==> config.mk <==
export PLATFORM = sky130hd
export DESIGN_NAME = game_master_fsm_rounds_flat
export DESIGN_NICKNAME = d
export VERILOG_FILES = /design/src/rtl/game_pkg.sv /design/src/rtl/game_master_fsm_rounds_if.sv /design/src/rtl/game_edge_detect.sv /design/src/rtl/game_master_fsm_rounds.sv /design/src/flat_wrapper.sv
export SDC_FILE = /design/constraint.sdc
export NUM_CORES = 1
export LEC_CHECK = 0
export ABC_AREA = 0
export CORE_MARGIN = 10
export CORE_UTILIZATION = 50
export DETAILED_ROUTE_END_ITERATION = 7
export DONT_BUFFER_PORTS = 1
export GPL_TIMING_DRIVEN = 0
export PLACE_DENSITY = 0.7
export SKIP_CTS_REPAIR_TIMING = 1
export SLEW_MARGIN = 25
export SYNTH_ARGS = -nofsm -noshare
export SYNTH_HDL_FRONTEND = slang
export SYNTH_SLANG_ARGS = --single-unit
export TNS_END_PERCENT = 1
==> constraint.sdc <==
create_clock -name clk -period 2.22 [get_ports clk]
set_input_delay 0.444 -clock clk [delete_from_list [all_inputs] [get_ports clk]]
set_output_delay 0.444 -clock clk [all_outputs]
set_load 0.02 [all_outputs]
==> src/rtl/game_pkg.sv <==
`default_nettype none
// ============================================================================
// Module   : game_pkg
// Brief    : Shared state indices, one-hot state type and default game sizes.
// Revision : 1.0 - initial release
// ============================================================================
package game_pkg;

  localparam int STATE_NUM = 8;

  localparam int STATE_START_TARGET    = 0;
  localparam int STATE_WAIT_KEY        = 1;
  localparam int STATE_START_TORPEDO   = 2;
  localparam int STATE_WAIT_RESULT     = 3;
  localparam int STATE_START_END_TIMER = 4;
  localparam int STATE_ROUND_WON       = 5;
  localparam int STATE_ROUND_LOST      = 6;
  localparam int STATE_GAME_OVER       = 7;

  localparam int DEFAULT_SHOTS_PER_ROUND = 3;
  localparam int DEFAULT_LIVES           = 3;

  typedef enum logic [STATE_NUM-1:0] {
    ST_START_TARGET    = 8'(1 << STATE_START_TARGET),
    ST_WAIT_KEY        = 8'(1 << STATE_WAIT_KEY),
    ST_START_TORPEDO   = 8'(1 << STATE_START_TORPEDO),
    ST_WAIT_RESULT     = 8'(1 << STATE_WAIT_RESULT),
    ST_START_END_TIMER = 8'(1 << STATE_START_END_TIMER),
    ST_ROUND_WON       = 8'(1 << STATE_ROUND_WON),
    ST_ROUND_LOST      = 8'(1 << STATE_ROUND_LOST),
    ST_GAME_OVER       = 8'(1 << STATE_GAME_OVER)
  } state_t;

endpackage
`default_nettype wire

==> src/rtl/game_master_fsm_rounds_if.sv <==
`default_nettype none
// ============================================================================
// Module   : game_master_fsm_rounds_if
// Brief    : Game master bus: key, sprite strobes, collision, timer, status.
// Revision : 1.0 - initial release
// ============================================================================
interface game_master_fsm_rounds_if #(
  parameter int SCORE_W = 8,
  parameter int SHOT_W  = 2,
  parameter int LIFE_W  = 2
) ();

  logic               key;
  logic               sprite_target_write;
  logic               sprite_torpedo_write;
  logic               sprite_target_out_of_screen;
  logic               sprite_torpedo_out_of_screen;
  logic               collision;
  logic               end_of_game_timer_start;
  logic               end_of_game_timer_running;
  logic               round_won;
  logic               round_lost;
  logic               game_over;
  logic [SCORE_W-1:0] score;
  logic [LIFE_W-1:0]  lives;
  logic [SHOT_W-1:0]  shots_left;

  modport master (
    input  key, sprite_target_out_of_screen, sprite_torpedo_out_of_screen,
           collision, end_of_game_timer_running,
    output sprite_target_write, sprite_torpedo_write, end_of_game_timer_start,
           round_won, round_lost, game_over, score, lives, shots_left
  );

  modport slave (
    output key, sprite_target_out_of_screen, sprite_torpedo_out_of_screen,
           collision, end_of_game_timer_running,
    input  sprite_target_write, sprite_torpedo_write, end_of_game_timer_start,
           round_won, round_lost, game_over, score, lives, shots_left
  );

endinterface
`default_nettype wire

==> src/rtl/game_edge_detect.sv <==
`default_nettype none
// ============================================================================
// Module   : game_edge_detect
// Brief    : Single-register rising or falling edge detector on a level.
// Revision : 1.0 - initial release
// ============================================================================
module game_edge_detect #(
  parameter bit RISING = 1'b1
) (
  input  logic clk,
  input  logic reset,
  input  logic level,
  output logic pulse
);

  logic level_q;

  always_ff @(posedge clk) begin
    if (reset) begin
      level_q <= 1'b0;
    end else begin
      level_q <= level;
    end
  end

  generate
    if (RISING) begin : g_rise
      assign pulse = level & ~level_q;
    end else begin : g_fall
      assign pulse = ~level & level_q;
    end
  endgenerate

endmodule
`default_nettype wire

==> src/rtl/game_master_fsm_rounds.sv <==
`default_nettype none
// ============================================================================
// Module   : game_master_fsm_rounds
// Brief    : Multi-round torpedo game master with saturating score and lives.
// Revision : 1.0 - initial release
// ============================================================================
module game_master_fsm_rounds
  import game_pkg::*;
#(
  parameter int SHOTS_PER_ROUND = DEFAULT_SHOTS_PER_ROUND,
  parameter int LIVES           = DEFAULT_LIVES,
  parameter int SCORE_W         = 8,
  parameter int SHOT_W          = 2,
  parameter int LIFE_W          = 2
) (
  input  logic                      clk,
  input  logic                      reset,
  game_master_fsm_rounds_if.master  bus
);

  state_t             state;
  logic [SCORE_W-1:0] score;
  logic [LIFE_W-1:0]  lives;
  logic [SHOT_W-1:0]  shots_left;
  logic               target_write;
  logic               torpedo_write;
  logic               timer_start;
  logic               won;
  logic               result_entry;
  logic               key_fire;
  logic               timer_fall;

  game_edge_detect #(.RISING(1'b1)) u_key_rise (
    .clk   (clk),
    .reset (reset),
    .level (bus.key),
    .pulse (key_fire)
  );

  game_edge_detect #(.RISING(1'b0)) u_timer_fall (
    .clk   (clk),
    .reset (reset),
    .level (bus.end_of_game_timer_running),
    .pulse (timer_fall)
  );

  always_ff @(posedge clk) begin
    if (reset) begin
      state         <= ST_START_TARGET;
      score         <= '0;
      lives         <= LIFE_W'(LIVES);
      shots_left    <= SHOT_W'(SHOTS_PER_ROUND);
      target_write  <= 1'b0;
      torpedo_write <= 1'b0;
      timer_start   <= 1'b0;
      won           <= 1'b0;
      result_entry  <= 1'b0;
    end else begin
      target_write  <= 1'b0;
      torpedo_write <= 1'b0;
      timer_start   <= 1'b0;
      result_entry  <= 1'b0;
      case (state)
        ST_START_TARGET: begin
          target_write <= 1'b1;
          shots_left   <= SHOT_W'(SHOTS_PER_ROUND);
          state        <= ST_WAIT_KEY;
        end
        ST_WAIT_KEY: begin
          if (bus.sprite_target_out_of_screen) begin
            won   <= 1'b0;
            state <= ST_START_END_TIMER;
          end else if (key_fire) begin
            state <= ST_START_TORPEDO;
          end
        end
        ST_START_TORPEDO: begin
          torpedo_write <= 1'b1;
          if (shots_left != '0) begin
            shots_left <= shots_left - 1'b1;
          end
          state <= ST_WAIT_RESULT;
        end
        // Collision outranks both out-of-screen events.
        ST_WAIT_RESULT: begin
          if (bus.collision) begin
            won   <= 1'b1;
            state <= ST_START_END_TIMER;
          end else if (bus.sprite_target_out_of_screen) begin
            won   <= 1'b0;
            state <= ST_START_END_TIMER;
          end else if (bus.sprite_torpedo_out_of_screen) begin
            if (shots_left != '0) begin
              state <= ST_WAIT_KEY;
            end else begin
              won   <= 1'b0;
              state <= ST_START_END_TIMER;
            end
          end
        end
        ST_START_END_TIMER: begin
          timer_start  <= 1'b1;
          result_entry <= 1'b1;
          if (won) begin
            if (score != '1) begin
              score <= score + 1'b1;
            end
            state <= ST_ROUND_WON;
          end else begin
            if (lives != '0) begin
              lives <= lives - 1'b1;
            end
            state <= ST_ROUND_LOST;
          end
        end
        ST_ROUND_WON: begin
          if (!result_entry && timer_fall) begin
            state <= ST_START_TARGET;
          end
        end
        ST_ROUND_LOST: begin
          if (!result_entry && timer_fall) begin
            state <= (lives == '0) ? ST_GAME_OVER : ST_START_TARGET;
          end
        end
        ST_GAME_OVER: begin
          if (key_fire) begin
            score <= '0;
            lives <= LIFE_W'(LIVES);
            state <= ST_START_TARGET;
          end
        end
        default: state <= ST_START_TARGET;
      endcase
    end
  end

  assign bus.sprite_target_write     = target_write;
  assign bus.sprite_torpedo_write    = torpedo_write;
  assign bus.end_of_game_timer_start = timer_start;
  assign bus.round_won               = state[STATE_ROUND_WON];
  assign bus.round_lost              = state[STATE_ROUND_LOST];
  assign bus.game_over               = state[STATE_GAME_OVER];
  assign bus.score                   = score;
  assign bus.lives                   = lives;
  assign bus.shots_left              = shots_left;

endmodule
`default_nettype wire

==> src/flat_wrapper.sv <==
// flat-port wrapper written by rule: the top's interface ports become plain ports
module game_master_fsm_rounds_flat import game_pkg::*;
#(
  parameter int SHOTS_PER_ROUND = DEFAULT_SHOTS_PER_ROUND,
  parameter int LIVES           = DEFAULT_LIVES,
  parameter int SCORE_W         = 8,
  parameter int SHOT_W          = 2,
  parameter int LIFE_W          = 2
)
  (clk, reset, bus_key, bus_sprite_target_out_of_screen, bus_sprite_torpedo_out_of_screen, bus_collision, bus_end_of_game_timer_running, bus_sprite_target_write, bus_sprite_torpedo_write, bus_end_of_game_timer_start, bus_round_won, bus_round_lost, bus_game_over, bus_score, bus_lives, bus_shots_left);
  game_master_fsm_rounds_if #(.SCORE_W(SCORE_W), .SHOT_W(SHOT_W), .LIFE_W(LIFE_W)) bus_i ();
  input  logic clk;
  input  logic reset;
  input wire logic [$bits(bus_i.key)-1:0] bus_key;
  input wire logic [$bits(bus_i.sprite_target_out_of_screen)-1:0] bus_sprite_target_out_of_screen;
  input wire logic [$bits(bus_i.sprite_torpedo_out_of_screen)-1:0] bus_sprite_torpedo_out_of_screen;
  input wire logic [$bits(bus_i.collision)-1:0] bus_collision;
  input wire logic [$bits(bus_i.end_of_game_timer_running)-1:0] bus_end_of_game_timer_running;
  output wire logic [$bits(bus_i.sprite_target_write)-1:0] bus_sprite_target_write;
  output wire logic [$bits(bus_i.sprite_torpedo_write)-1:0] bus_sprite_torpedo_write;
  output wire logic [$bits(bus_i.end_of_game_timer_start)-1:0] bus_end_of_game_timer_start;
  output wire logic [$bits(bus_i.round_won)-1:0] bus_round_won;
  output wire logic [$bits(bus_i.round_lost)-1:0] bus_round_lost;
  output wire logic [$bits(bus_i.game_over)-1:0] bus_game_over;
  output wire logic [$bits(bus_i.score)-1:0] bus_score;
  output wire logic [$bits(bus_i.lives)-1:0] bus_lives;
  output wire logic [$bits(bus_i.shots_left)-1:0] bus_shots_left;
  assign bus_i.key = bus_key;
  assign bus_i.sprite_target_out_of_screen = bus_sprite_target_out_of_screen;
  assign bus_i.sprite_torpedo_out_of_screen = bus_sprite_torpedo_out_of_screen;
  assign bus_i.collision = bus_collision;
  assign bus_i.end_of_game_timer_running = bus_end_of_game_timer_running;
  assign bus_sprite_target_write = bus_i.sprite_target_write;
  assign bus_sprite_torpedo_write = bus_i.sprite_torpedo_write;
  assign bus_end_of_game_timer_start = bus_i.end_of_game_timer_start;
  assign bus_round_won = bus_i.round_won;
  assign bus_round_lost = bus_i.round_lost;
  assign bus_game_over = bus_i.game_over;
  assign bus_score = bus_i.score;
  assign bus_lives = bus_i.lives;
  assign bus_shots_left = bus_i.shots_left;
  game_master_fsm_rounds #(.SHOTS_PER_ROUND(SHOTS_PER_ROUND), .LIVES(LIVES), .SCORE_W(SCORE_W), .SHOT_W(SHOT_W), .LIFE_W(LIFE_W)) u_core (.clk(clk), .reset(reset), .bus(bus_i));
endmodule
==> impl_metrics.py <==
metrics = {
    "status": {
        "status": "complete, no violations",
    },
    "sta": {
        "rsz0062_at_grt": "false",
        "hold_violations": 0,
        "slew-limit-headroom": 0.5890,
        "tightestPinTransition_ns": 0.6080,
        "final-setup-viol-count": 0,
        "whs_ns": 0.1520,
        "finalClockSkew_ns": 0.008581,
        "layout_min_cycle_time_ns": 1.982,
        "slew_viol_final": 0,
        "post-route-period-util": 0.8926,
        "worst_slack_ns": 0.2384,
        "clock.fmax_mhz": 504.6,
        "tns_ns": 0,
    },
    "die": {
        "rows": 18,
        "die_w_um": 71.84,
        "io_pins": 25,
        "initial_utilization": 0.5327,
        "die_h_um": 71.84,
        "core_sq_um": 2522,
        "die_area_sq_um": 5161,
    },
    "layout": {
        "fin_util": 0.5759,
        "area_delta_synth_final_pct": 8.100,
        "final_nets": 179,
        "diodes": 0,
        "final_layout_size_suffix_gt1_frac": 0.08929,
        "fin_cells": 198,
        "regArea_sq_um": 520.5,
        "nFillCells": 245,
        "multi_input_area_sq_um": 784.5,
    },
    "critical_path": {
        "worstSetupStartpointType": "register",
        "critPathBufInv": 1,
        "worst_path_max_delay_cell": "dfxtp_1",
        "cp_data_arrival_time_ns": 2.22,
        "crit_path_end_kind": "register",
        "cp.required_ns": 2.46,
        "slowest_delay_ns": 0.47,
        "crit_chain": "clkbuf_1, xor2_1, o21ai_0, a2bb2oi_1, o311a_2, o31a_1",
        "crit_family": "compound AO/OA/AOI/OAI gates",
        "worstSetupPathType": "register to register",
        "crit_fanout": 9,
    },
    "routing": {
        "vias": 1208,
        "vias_per_cell": 6.101,
        "met3WireLength_um": 274,
        "drt_first_pass_iters": 4,
        "drtIter0Drc": 97,
        "post-route-drc-count": 0,
        "ant_nets": 0,
        "wl_met2_um": 1384,
        "wl_um": 3156,
        "drt-met1-wl_um": 1419,
        "top_layer": "met4",
        "wl_per_cell_um": 15.94,
    },
    "logic_synthesis": {
        "synthFlopType": "dfxtp_1",
        "syn_avg_cell_area_sq_um": 8.194,
        "synthSimpleGateAreaFrac": 0.2961,
        "synthesis.nets": 174,
        "async_reset_ff_frac": 0,
        "syn_area_sq_um": 1344,
        "synthMuxAreaShare": 0,
        "synth-compound-area-share": 0.2132,
        "synth_xor_area_frac": 0.03259,
        "yosysUniqueCellTypes": 44,
        "yosysTopAreaCell": "dfxtp_1",
        "yosys_warnings": 0,
        "synthAdderAreaFrac": 0.02793,
        "yosys-top-cells-area": "dfxtp_1, nor2_1, a21oi_1",
        "synth_seq_area_share": 0.3873,
        "netlist_instances": 164,
        "synth_edf_count": 0,
        "synth_top_family_by_area": "simple AND/OR/NAND/NOR gates",
        "synthDominantCellAreaShare": 0.3873,
        "ys_ff_latch": 26,
    },
    "clock_network": {
        "insertion_delay_ns": 0.34,
        "cts.sinks": 26,
        "cts_root_buffer": "clkbuf_4",
        "path_clk_slew_ns": 0.15,
        "cts_buffer_depth": 2,
        "numCtsBuffers": 3,
        "cts_tree": "built",
        "htreeDepth": 1,
    },
    "placement": {
        "placed_cells": 194,
        "hpwl_um": 2441,
        "dp_slack_ns": 0.06281,
        "numPortBuffers": 0,
        "gp_congestion": 0.8864,
    },
    "pwr": {
        "ir_drop_mv": 0.5375,
        "power.leakage_nw": 0.5532,
        "p_per_area_nw_per_um2": 681.1,
    },
    "global_routing": {
        "antenna_found_initial": 0,
        "grt_first_pass_wirelength_um": 5561,
        "grt_use_total": 0.1273,
        "grt_max_degree": 16,
        "grt_pass1_vias": 1209,
        "gr-total-overflow": 0,
    },
    "worst_hold_path": {
        "min_path_type": "primary input to register",
    },
    "flow_run": {
        "maxCapViolations": 0,
    },
}
==> state kept, by name, summed over array words and instances (netlist names) <==
| signal | flops |
|---|---|
| u_core.won | 1 |
| u_core.bus.lives | 2 |
| u_core.state | 8 |
| u_core.bus.end_of_game_timer_start | 1 |
| u_core.bus.score | 8 |
| u_core.u_key_rise.level_q | 1 |
| u_core.bus.sprite_torpedo_write | 1 |
| u_core.bus.shots_left | 2 |
| u_core.u_timer_fall.level_q | 1 |
| u_core.bus.sprite_target_write | 1 |
==> placed cells by master (no fill, tap or decap), types with 3 or more instances in the layout <==
master and n:
dfxtp_1 26, nor2_1 24, a21oi_1 12, nand2_1 11, inv_1 8, o21ai_0 8, nand3_1 8, nand4_1 5
nor2b_1 4, or3_1 4, nor3_1 4, clkbuf_1 3, o21a_1 3, a211oi_1 3, a32oi_1 3, xnor2_1 3
ha_1 3, clkbuf_4 3
==> area by class of cell <==
type,instances,area share
inverters,8,0.02067
well taps,30,0.02584
plain buffers,5,0.01895
clock buffers,3,0.01550
flip-flops and latches,26,0.3583
clock inverters,1,0.02067
multi-input cells,125,0.5401
==> per-layer routing <==
metal  global-route usage  up-vias
li1                     -      612
met1               0.1595      546
met5                    0        -
met3              0.04821        9
met4              0.05376        0
met2               0.1892       41
==> through the flow <==
step | instance area (sq um) | power [W]
after floorplan | 1344 | 0.0006353
after global placement | 1381 | 0.0006622
after detailed placement | 1381 | 0.0006648
after CTS | 1434 | 0.0009954
after global routing | 1453 | 0.001038
final | 1453 | 0.0009893
==> Yosys cell counts, types with 2 or more instances <==
| library cell | n |
|---|---|
| nor2_1 | 24 |
| nor2b_1 | 4 |
| nor3_1 | 4 |
| xor2_1 | 2 |
| o21ai_0 | 9 |
| a211oi_1 | 3 |
| nand4_1 | 5 |
| o21a_1 | 3 |
| a32oi_1 | 3 |
| clkbuf_1 | 3 |
| a31oi_1 | 2 |
| nor4_1 | 2 |
| dfxtp_1 | 26 |
| nand3_1 | 8 |
| xnor2_1 | 3 |
| a21oi_1 | 12 |
| ha_1 | 3 |
| nand2_1 | 11 |
| or3_1 | 4 |
| and3_1 | 2 |
| inv_1 | 8 |
==> power breakdown <==
part	switching [W]	internal [W]
logic	0.0000881	0.0000627
clock network	0.000148	0.000183
registers	0.0000244	0.000484
==> worst register-to-register path, stage by stage, from the launching register on <==
cell and delay [ns]:
dfxtp_1 0.47, clkbuf_1 0.38, xor2_1 0.19, o21ai_0 0.09
a2bb2oi_1 0.14, o311a_2 0.34, o31a_1 0.27
==> kinds of logic after synthesis <==
group,count (synthesis)
DFF,26
AOI/OAI and AO/OA,42
and+or+nand+nor,75
xor gates and xnor gates,5
buffers and inverters,13
adders and majority gates,3
==> path summary, 6_finish.rpt <==
path | from | to | slack, ns | cells past startpoint
min reg2reg | u_core.won$_SDFFE_PP0P_ | u_core.won$_SDFFE_PP0P_ | 0.57 | 2
max reg2reg | u_core.state[6]$_SDFFE_PP0P_ | u_core.state[0]$_SDFFE_PP1P_ | 0.24 | 6
max | u_core.state[6]$_SDFFE_PP0P_ | u_core.state[0]$_SDFFE_PP1P_ | 0.24 | 6
min | reset | u_core.u_key_rise.level_q$_SDFF_PP0_ | 0.15 | 1
Power figures use the tool's default switching activity.
